### src/rtl/sa_pkg.sv
// sa_pkg: shared constants and state type for the systolic-array operand feeder
package sa_pkg;
    localparam int DATA_WIDTH = 16;
    localparam logic [15:0] FP16_ZERO = 16'h0000;
    typedef enum logic [1:0] {IDLE, STREAM, FLUSH, DONE} feeder_state_t;
endpackage

### src/rtl/sa_sync_fifo.sv
// sa_sync_fifo: power-of-two synchronous FIFO, no pass-through, full/empty from an occupancy count
module sa_sync_fifo #(
    parameter int DEPTH = 8,
    parameter int DATA_WIDTH = 16
) (
    input  logic                  clk,
    input  logic                  reset,
    input  logic                  push,
    input  logic [DATA_WIDTH-1:0] wdata,
    input  logic                  pop,
    output logic [DATA_WIDTH-1:0] head,
    output logic                  empty,
    output logic                  full
);
    localparam int AW = $clog2(DEPTH);
    localparam logic [AW:0] FULL_CNT = DEPTH[AW:0];
    logic [AW-1:0] wr_ptr_q, wr_ptr_d, rd_ptr_q, rd_ptr_d;
    logic [AW:0] count_q, count_d;
    logic [DATA_WIDTH-1:0] mem_q [DEPTH];
    logic do_push, do_pop;
    assign empty = count_q == '0;
    assign full = count_q == FULL_CNT;
    assign do_push = push & !full;
    assign do_pop = pop & !empty;
    assign head = mem_q[rd_ptr_q];
    // pointers wrap naturally at DEPTH; occupancy tracks push minus pop
    always_comb begin
        wr_ptr_d = wr_ptr_q + {{(AW-1){1'b0}}, do_push};
        rd_ptr_d = rd_ptr_q + {{(AW-1){1'b0}}, do_pop};
        count_d = count_q + {{AW{1'b0}}, do_push} - {{AW{1'b0}}, do_pop};
    end
    // pointer and count registers
    always_ff @(posedge clk) begin
        if (!reset) begin
            wr_ptr_q <= '0;
            rd_ptr_q <= '0;
            count_q <= '0;
        end else begin
            wr_ptr_q <= wr_ptr_d;
            rd_ptr_q <= rd_ptr_d;
            count_q <= count_d;
        end
    end
    // storage needs no reset; occupancy alone decides validity
    always_ff @(posedge clk) begin
        if (do_push) mem_q[wr_ptr_q] <= wdata;
    end
endmodule

### src/rtl/sa_operand_feeder.sv
// sa_operand_feeder: A-operand chain feeder with bubbles and NUM_PE flush beats; FEEDER_BUBBLE_CNT_EN adds bubble_cnt
module sa_operand_feeder #(
    parameter int DATA_WIDTH = sa_pkg::DATA_WIDTH,
    parameter int NUM_PE = 4,
    parameter int DEPTH = 8,
    parameter int LEN_WIDTH = 8
) (
    input  logic                  clk,
    input  logic                  reset,
    input  logic                  start,
    input  logic [LEN_WIDTH-1:0]  burst_len,
    input  logic                  in_valid,
    input  logic [DATA_WIDTH-1:0] in_data,
    output logic                  in_ready,
    output logic [DATA_WIDTH-1:0] feed_a,
    output logic                  feed_valid,
    output logic                  busy,
    output logic                  done
`ifdef FEEDER_BUBBLE_CNT_EN
    ,
    output logic [15:0]           bubble_cnt
`endif
);
    import sa_pkg::*;
    localparam int FW = $clog2(NUM_PE) + 1;
    localparam logic [DATA_WIDTH-1:0] ZERO = DATA_WIDTH'(FP16_ZERO);
    feeder_state_t state_q, state_d;
    logic [LEN_WIDTH-1:0] issue_cnt_q, issue_cnt_d, len_q, len_d;
    logic [FW-1:0] flush_cnt_q, flush_cnt_d;
    logic [DATA_WIDTH-1:0] feed_a_q, feed_a_d, head;
    logic feed_valid_q, feed_valid_d, pop, empty, full;
    sa_sync_fifo #(.DEPTH(DEPTH), .DATA_WIDTH(DATA_WIDTH)) u_fifo (
        .clk(clk), .reset(reset), .push(in_valid), .wdata(in_data),
        .pop(pop), .head(head), .empty(empty), .full(full)
    );
    assign in_ready = !full;
    assign feed_a = feed_a_q;
    assign feed_valid = feed_valid_q;
    assign busy = state_q != IDLE;
    assign done = state_q == DONE;
    // burst sequencing: issue len operands (bubbling when starved), then NUM_PE zero beats
    always_comb begin
        state_d = state_q;
        issue_cnt_d = issue_cnt_q;
        len_d = len_q;
        flush_cnt_d = flush_cnt_q;
        feed_a_d = ZERO;
        feed_valid_d = 1'b0;
        pop = 1'b0;
        case (state_q)
            IDLE: if (start) begin
                len_d = burst_len;
                issue_cnt_d = '0;
                state_d = burst_len == '0 ? DONE : STREAM;
            end
            STREAM: if (!empty) begin
                pop = 1'b1;
                feed_a_d = head;
                feed_valid_d = 1'b1;
                issue_cnt_d = issue_cnt_q + LEN_WIDTH'(1);
                if (issue_cnt_d == len_q) begin
                    state_d = FLUSH;
                    flush_cnt_d = '0;
                end
            end
            FLUSH: begin
                flush_cnt_d = flush_cnt_q + FW'(1);
                if (flush_cnt_q == FW'(NUM_PE - 1)) state_d = DONE;
            end
            default: state_d = IDLE;
        endcase
    end
    // state, counters and the registered feed output
    always_ff @(posedge clk) begin
        if (!reset) begin
            state_q <= IDLE;
            issue_cnt_q <= '0;
            len_q <= '0;
            flush_cnt_q <= '0;
            feed_a_q <= ZERO;
            feed_valid_q <= 1'b0;
        end else begin
            state_q <= state_d;
            issue_cnt_q <= issue_cnt_d;
            len_q <= len_d;
            flush_cnt_q <= flush_cnt_d;
            feed_a_q <= feed_a_d;
            feed_valid_q <= feed_valid_d;
        end
    end
`ifdef FEEDER_BUBBLE_CNT_EN
    logic [15:0] bubble_cnt_q, bubble_cnt_d;
    assign bubble_cnt = bubble_cnt_q;
    // saturating count of starved STREAM cycles, cleared when a burst starts
    always_comb begin
        bubble_cnt_d = bubble_cnt_q;
        if (state_q == IDLE && start) bubble_cnt_d = '0;
        else if (state_q == STREAM && empty && bubble_cnt_q != 16'hFFFF) bubble_cnt_d = bubble_cnt_q + 16'd1;
    end
    // bubble counter register
    always_ff @(posedge clk) begin
        if (!reset) bubble_cnt_q <= '0;
        else bubble_cnt_q <= bubble_cnt_d;
    end
`endif
endmodule

### config.mk
export PLATFORM = sky130hd
export DESIGN_NAME = sa_operand_feeder
export DESIGN_NICKNAME = d
export VERILOG_FILES = /design/src/rtl/sa_pkg.sv /design/src/rtl/sa_sync_fifo.sv /design/src/rtl/sa_operand_feeder.sv
export SDC_FILE = /design/constraint.sdc
export NUM_CORES = 1
export LEC_CHECK = 0
export ABC_AREA = 1
export BUFFER_PORTS_ARGS = -buffer_cell sky130_fd_sc_hd__buf_2
export CORE_UTILIZATION = 59
export DETAILED_ROUTE_END_ITERATION = 16
export PLACE_DENSITY = 0.78
export RECOVER_POWER = 25
export SKIP_CTS_REPAIR_TIMING = 1
export SLEW_MARGIN = 5
export SYNTH_ARGS = -nofsm -noshare
export SYNTH_HDL_FRONTEND = slang
export SYNTH_SLANG_ARGS = --single-unit
### constraint.sdc
create_clock -name clk -period 3.4 [get_ports clk]
set_input_delay 0.51 -clock clk [delete_from_list [all_inputs] [get_ports clk]]
set_output_delay 0.51 -clock clk [all_outputs]
set_load 0.05 [all_outputs]
==> results.sh, run 1 <==
export IMPL_status="finished, violations left"
export IMPL_violations="design-rule violations"
export IMPL_crit_required_ns=3.75
export IMPL_synth_top_area_share_pct=53.8
export IMPL_grt_pass1_vias=4871
export IMPL_synth_ff_type="edfxtp_1"
export IMPL_path_cells="inv_1 -> ha_1 -> inv_1 -> nor2_1 -> ha_1 -> inv_1 -> ha_1 -> nand2_1 -> nor2_1 -> a211oi_1 -> o21ai_0 -> a21oi_1"
export IMPL_whs_ns=0.298
export IMPL_post_drt_wl_per_cell_um=17.3
export IMPL_yosys_cell_types_count=33
export IMPL_syn_num_nets=705
export IMPL_grt_ovfl_total=0
export IMPL_synth_top_area_cell="edfxtp_1"
export IMPL_num_rows=39
export IMPL_critPathMaxFanout=5
export IMPL_place_ws_ns=1.14
export IMPL_num_vias=5000
export IMPL_start_util_pct=61.5
export IMPL_grt_usage_pct=24.8
export IMPL_portBuffers=47
export IMPL_async_flop_share_pct=0
export IMPL_cp_start_kind="register"
export IMPL_cts_tree="built"
export IMPL_ys_ff_latch=176
export IMPL_root_buffer="clkbuf_16"
export IMPL_synth_cells=659
export IMPL_diodes=0
export IMPL_fin_nets=756
export IMPL_ys_seq_area_share_pct=67.2
export IMPL_max_freq_ghz=0.420
export IMPL_r2r_end="u_fifo.count_q[3]"
export IMPL_min_path_cells=2
export IMPL_via_per_inst=5.77
export IMPL_dp_final_hpwl_um=8730
export IMPL_finalSetupTns_ns=0
export IMPL_critical_path_class="register to register"
export IMPL_synth_warnings=0
export IMPL_syn2layout_area_growth_pct=13.3
export IMPL_fin_crit_sh_pct=70.1
export IMPL_setup_viol=0
export IMPL_reg2reg_setup_slack_ns=1.02
export IMPL_grt_pass1_wl_um=23600
export IMPL_grt_max_degree=66
export IMPL_peakVddDrop_mv=0.389
export IMPL_synth_most_common_cell="nor2_1"
export IMPL_die_area_um2=12600
export IMPL_wirelength_um=15000
export IMPL_power_leakage_nw=3.04
export IMPL_cts_htree_levels=4
export IMPL_setup_worst_path_end_class="register"
export IMPL_syn_avg_cell_area_um2=10.8
export IMPL_synth_area_leaders="edfxtp_1, dfxtp_1, nor2_1"
export IMPL_grt_setup_unrepaired="false"
export IMPL_hold_end="len_q[1]"
export IMPL_clk_pin_slew_worst_paths_ns=0.06
export IMPL_gr_usage_met2_pct=41.4
export IMPL_finClkSkew_ns=0.00898
export IMPL_die_w_um=112
export IMPL_antenna_found_initial=0
export IMPL_hp_class="input port to register"
export IMPL_core_um2=11600
export IMPL_drc=1
export IMPL_drt_iter0_markers=429
export IMPL_dieHeight_um=112
export IMPL_worstRegToRegCells=12
export IMPL_cp_slowest_cell="dfxtp_1"
export IMPL_place_area_um2=7540
export IMPL_clock_latency_ns=0.42
export IMPL_routabilityCongestion=0.833
export IMPL_fin_ws_ns=1.02
export IMPL_drive_gt1_share_pct=12.6
export IMPL_io_pins=48
export IMPL_crit_reg2reg_launch="state_q[1]"
export IMPL_total_power_mw=6.02
export IMPL_maxSlewHeadroom_pct=30.5
export IMPL_layout_min_cycle_time_ns=2.38
export IMPL_tightest_slew_ns=1.04
export IMPL_drv_cap=0
export IMPL_slew_viol_final=0
export IMPL_synth_common_cells="nor2_1, edfxtp_1, o21ai_0"
export IMPL_cts_sinks=176
export IMPL_dr_pass1_iters=11
export IMPL_busiest_layer="met2"
export IMPL_cts_buffers=17
export IMPL_powerDensity_nw_per_um2=743
export IMPL_slowest_delay_ns=0.34
export IMPL_synth_edf_count=128
export IMPL_drtAntennaViolNets=0
export IMPL_crit_arrival_ns=2.73
export IMPL_hold_start="start"
export IMPL_finalHoldViolCount=0
export IMPL_finalInstanceArea_um2=8100
export IMPL_grt_use_met3_pct=4.75
export IMPL_syn_cell_area_um2=7150
export IMPL_grt_util_met1_pct=32.1
export IMPL_clk_path_buf_depth=2
cells in the final DEF, fill, tap and decap left out, types with 22 or more instances in the layout:
master	instances
a21oi_1	22
buf_2	35
dfxtp_1	47
edfxtp_1	128
inv_1	44
nand2_1	61
nand3_1	28
nor2_1	133
o21ai_0	88
final cells by class:
cell class	count	area [um^2]
clock buffer	21	460
clock inverter	11	106
fill	820	3520
inverter	46	173
multi-input combinational	409	2050
sequential	176	4810
tap	143	179
timing repair buffer	60	318
worst max path at each step:
stage                           start  cells after the start  slack [ns]                  to
global placement           state_q[1]                     11        1.27   u_fifo.count_q[2]
floorplan           u_fifo.count_q[2]                      5        1.26  u_fifo.mem_q[0][0]
CTS                        state_q[1]                     11        1.09   u_fifo.count_q[2]
finish                     state_q[1]                     12        1.02   u_fifo.count_q[3]
detailed placement         state_q[1]                     11        1.14   u_fifo.count_q[2]
global route               state_q[1]                     12        0.85   u_fifo.count_q[3]
where the power goes:
group	leakage, nW	internal [mW]	switching, mW
clock	0.282	1.05	0.793
sequential	1.55	2.52	0.0925
combinational	1.20	0.464	1.09
total	3.04	4.04	1.98
cells by family after synthesis:
| group | Yosys count | synth area share (%) |
|---|---|---|
| XOR/XNOR | 5 | 0.613 |
| flip-flops | 176 | 67.2 |
| buffers and inverters | 74 | 4.04 |
| AO/OA/AOI/OAI | 151 | 11.3 |
| adder cells (fa/ha/maj) | 18 | 3.26 |
| AND/OR/NAND/NOR | 235 | 13.6 |
worst max-delay path, delay by kind of cell (launching register included):
kind,cells,cell delay (ns)
buffers and inverters,3,0.30
adder cells (fa/ha/maj),3,0.79
AO/OA/AOI/OAI,3,0.52
AND/OR/NAND/NOR,3,0.36
flip-flops,1,0.34
stage by stage:
step                      cells  utilization (%)
after detailed placement    834             65.0
after floorplan             659                -
after global routing        866             69.7
after CTS                   866             69.8
after global placement      834             65.0
final                       866             69.7
state kept, by name, summed over array words and instances (netlist names):
signal and count:
u_fifo.mem_q 128, feed_a 16, issue_cnt_q 8, len_q 8, u_fifo.count_q 4, flush_cnt_q 3, u_fifo.rd_ptr_q 3, u_fifo.wr_ptr_q 3
state_q 2, feed_valid 1
routing by layer:
layer / vias to the layer above / wire, um
met5: - / 0
met2: 179 / 7480
met4: 0 / 255
met1: 2400 / 6320
met3: 25 / 908
li1: 2396 / -
(Power assumes the default switching activity.)
==> run 2, diff against run 1 <==
ABC_AREA = 0   (was 1)
clock period = 2.3 ns   (was 3.4 ns; I/O delays follow)
==> results.sh, run 2 <==
export IMPL_cts_buffers=17
export IMPL_synth_area_leaders="edfxtp_1, dfxtp_1, mux4_2"
export IMPL_largest_reg_flops=128
export IMPL_clock_latency_ns=0.43
export IMPL_whs_ns=0.196
export IMPL_portBuffers=47
export IMPL_place_area_um2=7550
export IMPL_grt_pass1_wl_um=20900
export IMPL_via_per_inst=5.70
export IMPL_setup_worst_path_end_class="register"
export IMPL_crit_buf_inv=0
export IMPL_routabilityCongestion=0.760
export IMPL_dr_pass1_iters=10
export IMPL_pwr_share_seq_pct=44.9
export IMPL_dieHeight_um=111
export IMPL_num_vias=3769
export IMPL_io_pins=48
export IMPL_cp_start_kind="register"
export IMPL_clk_path_buf_depth=2
export IMPL_drv_cap=0
export IMPL_cp_slowest_cell="dfxtp_1"
export IMPL_pwr_share_clk_pct=32.4
export IMPL_finalHoldViolCount=0
export IMPL_multi_input_area_um2=2080
export IMPL_layout_min_cycle_time_ns=2.12
export IMPL_syn_num_nets=482
export IMPL_num_rows=39
export IMPL_nFillCells=751
export IMPL_synth_warnings=0
export IMPL_peakVddDrop_mv=0.599
export IMPL_seqCellArea_um2=4810
export IMPL_critical_path_class="register to register"
export IMPL_cts_htree_levels=4
export IMPL_root_buffer="clkbuf_16"
export IMPL_start_util_pct=61.0
export IMPL_cts_tree="built"
export IMPL_core_um2=11500
export IMPL_p_sw_mw=2.36
export IMPL_slew_viol_final=0
export IMPL_die_w_um=111
export IMPL_drt_iter0_markers=239
export IMPL_post_drt_wl_per_cell_um=19.3
export IMPL_synth_top_area_share_pct=54.7
export IMPL_regMostFlops="u_fifo.mem_q"
export IMPL_maxSlewHeadroom_pct=68.0
export IMPL_finalSetupTns_ns=0
export IMPL_fin_nets=552
export IMPL_dp_final_hpwl_um=8010
export IMPL_fin_crit_sh_pct=92.2
export IMPL_switching_share_pct=27.6
export IMPL_clk_pin_slew_worst_paths_ns=0.06
export IMPL_drive_gt1_share_pct=25.1
export IMPL_cell_internal_pwr_mw=6.18
export IMPL_final_common_cell="edfxtp_1"
export IMPL_layout_common_cells="edfxtp_1, dfxtp_1, buf_2"
export IMPL_slowest_delay_ns=0.43
export IMPL_synth_common_cells="edfxtp_1, dfxtp_1, mux4_2"
export IMPL_die_area_um2=12300
export IMPL_drc=4
export IMPL_diodes=0
export IMPL_status="finished, violations left"
export IMPL_antenna_found_initial=0
export IMPL_crit_required_ns=2.60
export IMPL_grt_setup_unrepaired="false"
export IMPL_crit_family="compound AO/OA/AOI/OAI gates"
export IMPL_wirelength_um=12800
export IMPL_finalInstanceArea_um2=8110
export IMPL_max_freq_ghz=0.471
export IMPL_drtAntennaViolNets=0
export IMPL_syn2layout_area_growth_pct=15.4
export IMPL_ys_seq_area_share_pct=68.4
export IMPL_setup_viol=0
export IMPL_grt_ovfl_total=0
export IMPL_ys_ff_latch=176
export IMPL_syn_avg_cell_area_um2=16.1
export IMPL_synth_edf_count=128
export IMPL_powerDensity_nw_per_um2=1050
export IMPL_violations="design-rule violations"
export IMPL_grt_max_degree=34
export IMPL_yosys_cell_types_count=46
export IMPL_critPathMaxFanout=7
export IMPL_synth_ff_type="edfxtp_1"
export IMPL_cts_sinks=176
export IMPL_power_leakage_nw=2.87
export IMPL_grt_usage_pct=23.1
export IMPL_tightest_slew_ns=0.480
export IMPL_crit_arrival_ns=2.42
export IMPL_synth_top_area_cell="edfxtp_1"
export IMPL_synth_most_common_cell="edfxtp_1"
export IMPL_comb_power_share_pct=22.7
export IMPL_async_flop_share_pct=0
export IMPL_syn_cell_area_um2=7030
export IMPL_synth_cells=436
export IMPL_finClkSkew_ns=0.00699
export IMPL_path_cells="ha_1 -> and3b_1 -> o22ai_1 -> a2111oi_2 -> and4_1 -> o221ai_2 -> mux2i_1"
export IMPL_hp_class="input port to register"
export IMPL_grt_pass1_vias=3981
## run 2: final timing paths
check / start / end / slack, ns / cells past startpoint
max: issue_cnt_q[0] / state_q[0] / 0.18 / 7
min: burst_len[7] / len_q[7] / 0.20 / 3
max reg2reg: issue_cnt_q[0] / state_q[0] / 0.18 / 7
min reg2reg: flush_cnt_q[2] / flush_cnt_q[2] / 0.47 / 2
## run 2: final cells by class
class | instances | area share, %
Clock buffer | 22 | 5.72
Clock inverter | 9 | 1.33
Inverter | 17 | 0.787
Multi-Input combinational cell | 224 | 25.7
Sequential cell | 176 | 59.3
Tap cell | 143 | 2.21
Timing Repair Buffer | 70 | 5.01
## run 2: layer usage
layer	track usage [%]	vias up	wire, um
met2	39.1	92	6840
li1	-	1781	-
met1	29.0	1882	5050
met4	8.11	0	171
met3	5.74	14	702
met5	0	-	0
## run 2: kinds of logic (layout without fill, tap and decap cells)
group                      after synthesis  after routing  synth area share, %
DFF                                    176            176                 68.4
adders and majority gates               18             18                 3.31
and+or+nand+nor                         99             99                 7.23
buffers and inverters                   36            118                 2.14
AOI/OAI and AO/OA                       39             39                 3.83
xor gates and xnor gates                15             15                 1.87
muxes                                   53             53                 13.2
## run 2: power by group through the flow
stage               clock, mW  sequential (mW)  combinational [mW]
floorplan                   0             3.98                1.35
global placement            0             3.88                1.90
detailed placement          0             3.90                1.96
CTS                      2.80             3.84                1.98
global route             2.93             3.87                2.14
finish                   2.77             3.84                1.94
## run 2: worst register-to-register path, cell delays in order, from the launching register on
cell and delay, ns:
dfxtp_1 0.43, ha_1 0.31, and3b_1 0.20, o22ai_1 0.10, a2111oi_2 0.33, and4_1 0.31
o221ai_2 0.16, mux2i_1 0.16
## run 2: stage by stage
step / power (mW) / util (%) / instances / worst slack [ns]
after floorplan: 5.34 / - / 436 / -0.0657
after global placement: 5.78 / 65.6 / 630 / 0.228
after detailed placement: 5.86 / 65.6 / 630 / 0.140
after CTS: 8.61 / 70.5 / 661 / 0.130
after global routing: 8.94 / 70.4 / 661 / 0.0144
final: 8.54 / 70.4 / 661 / 0.179
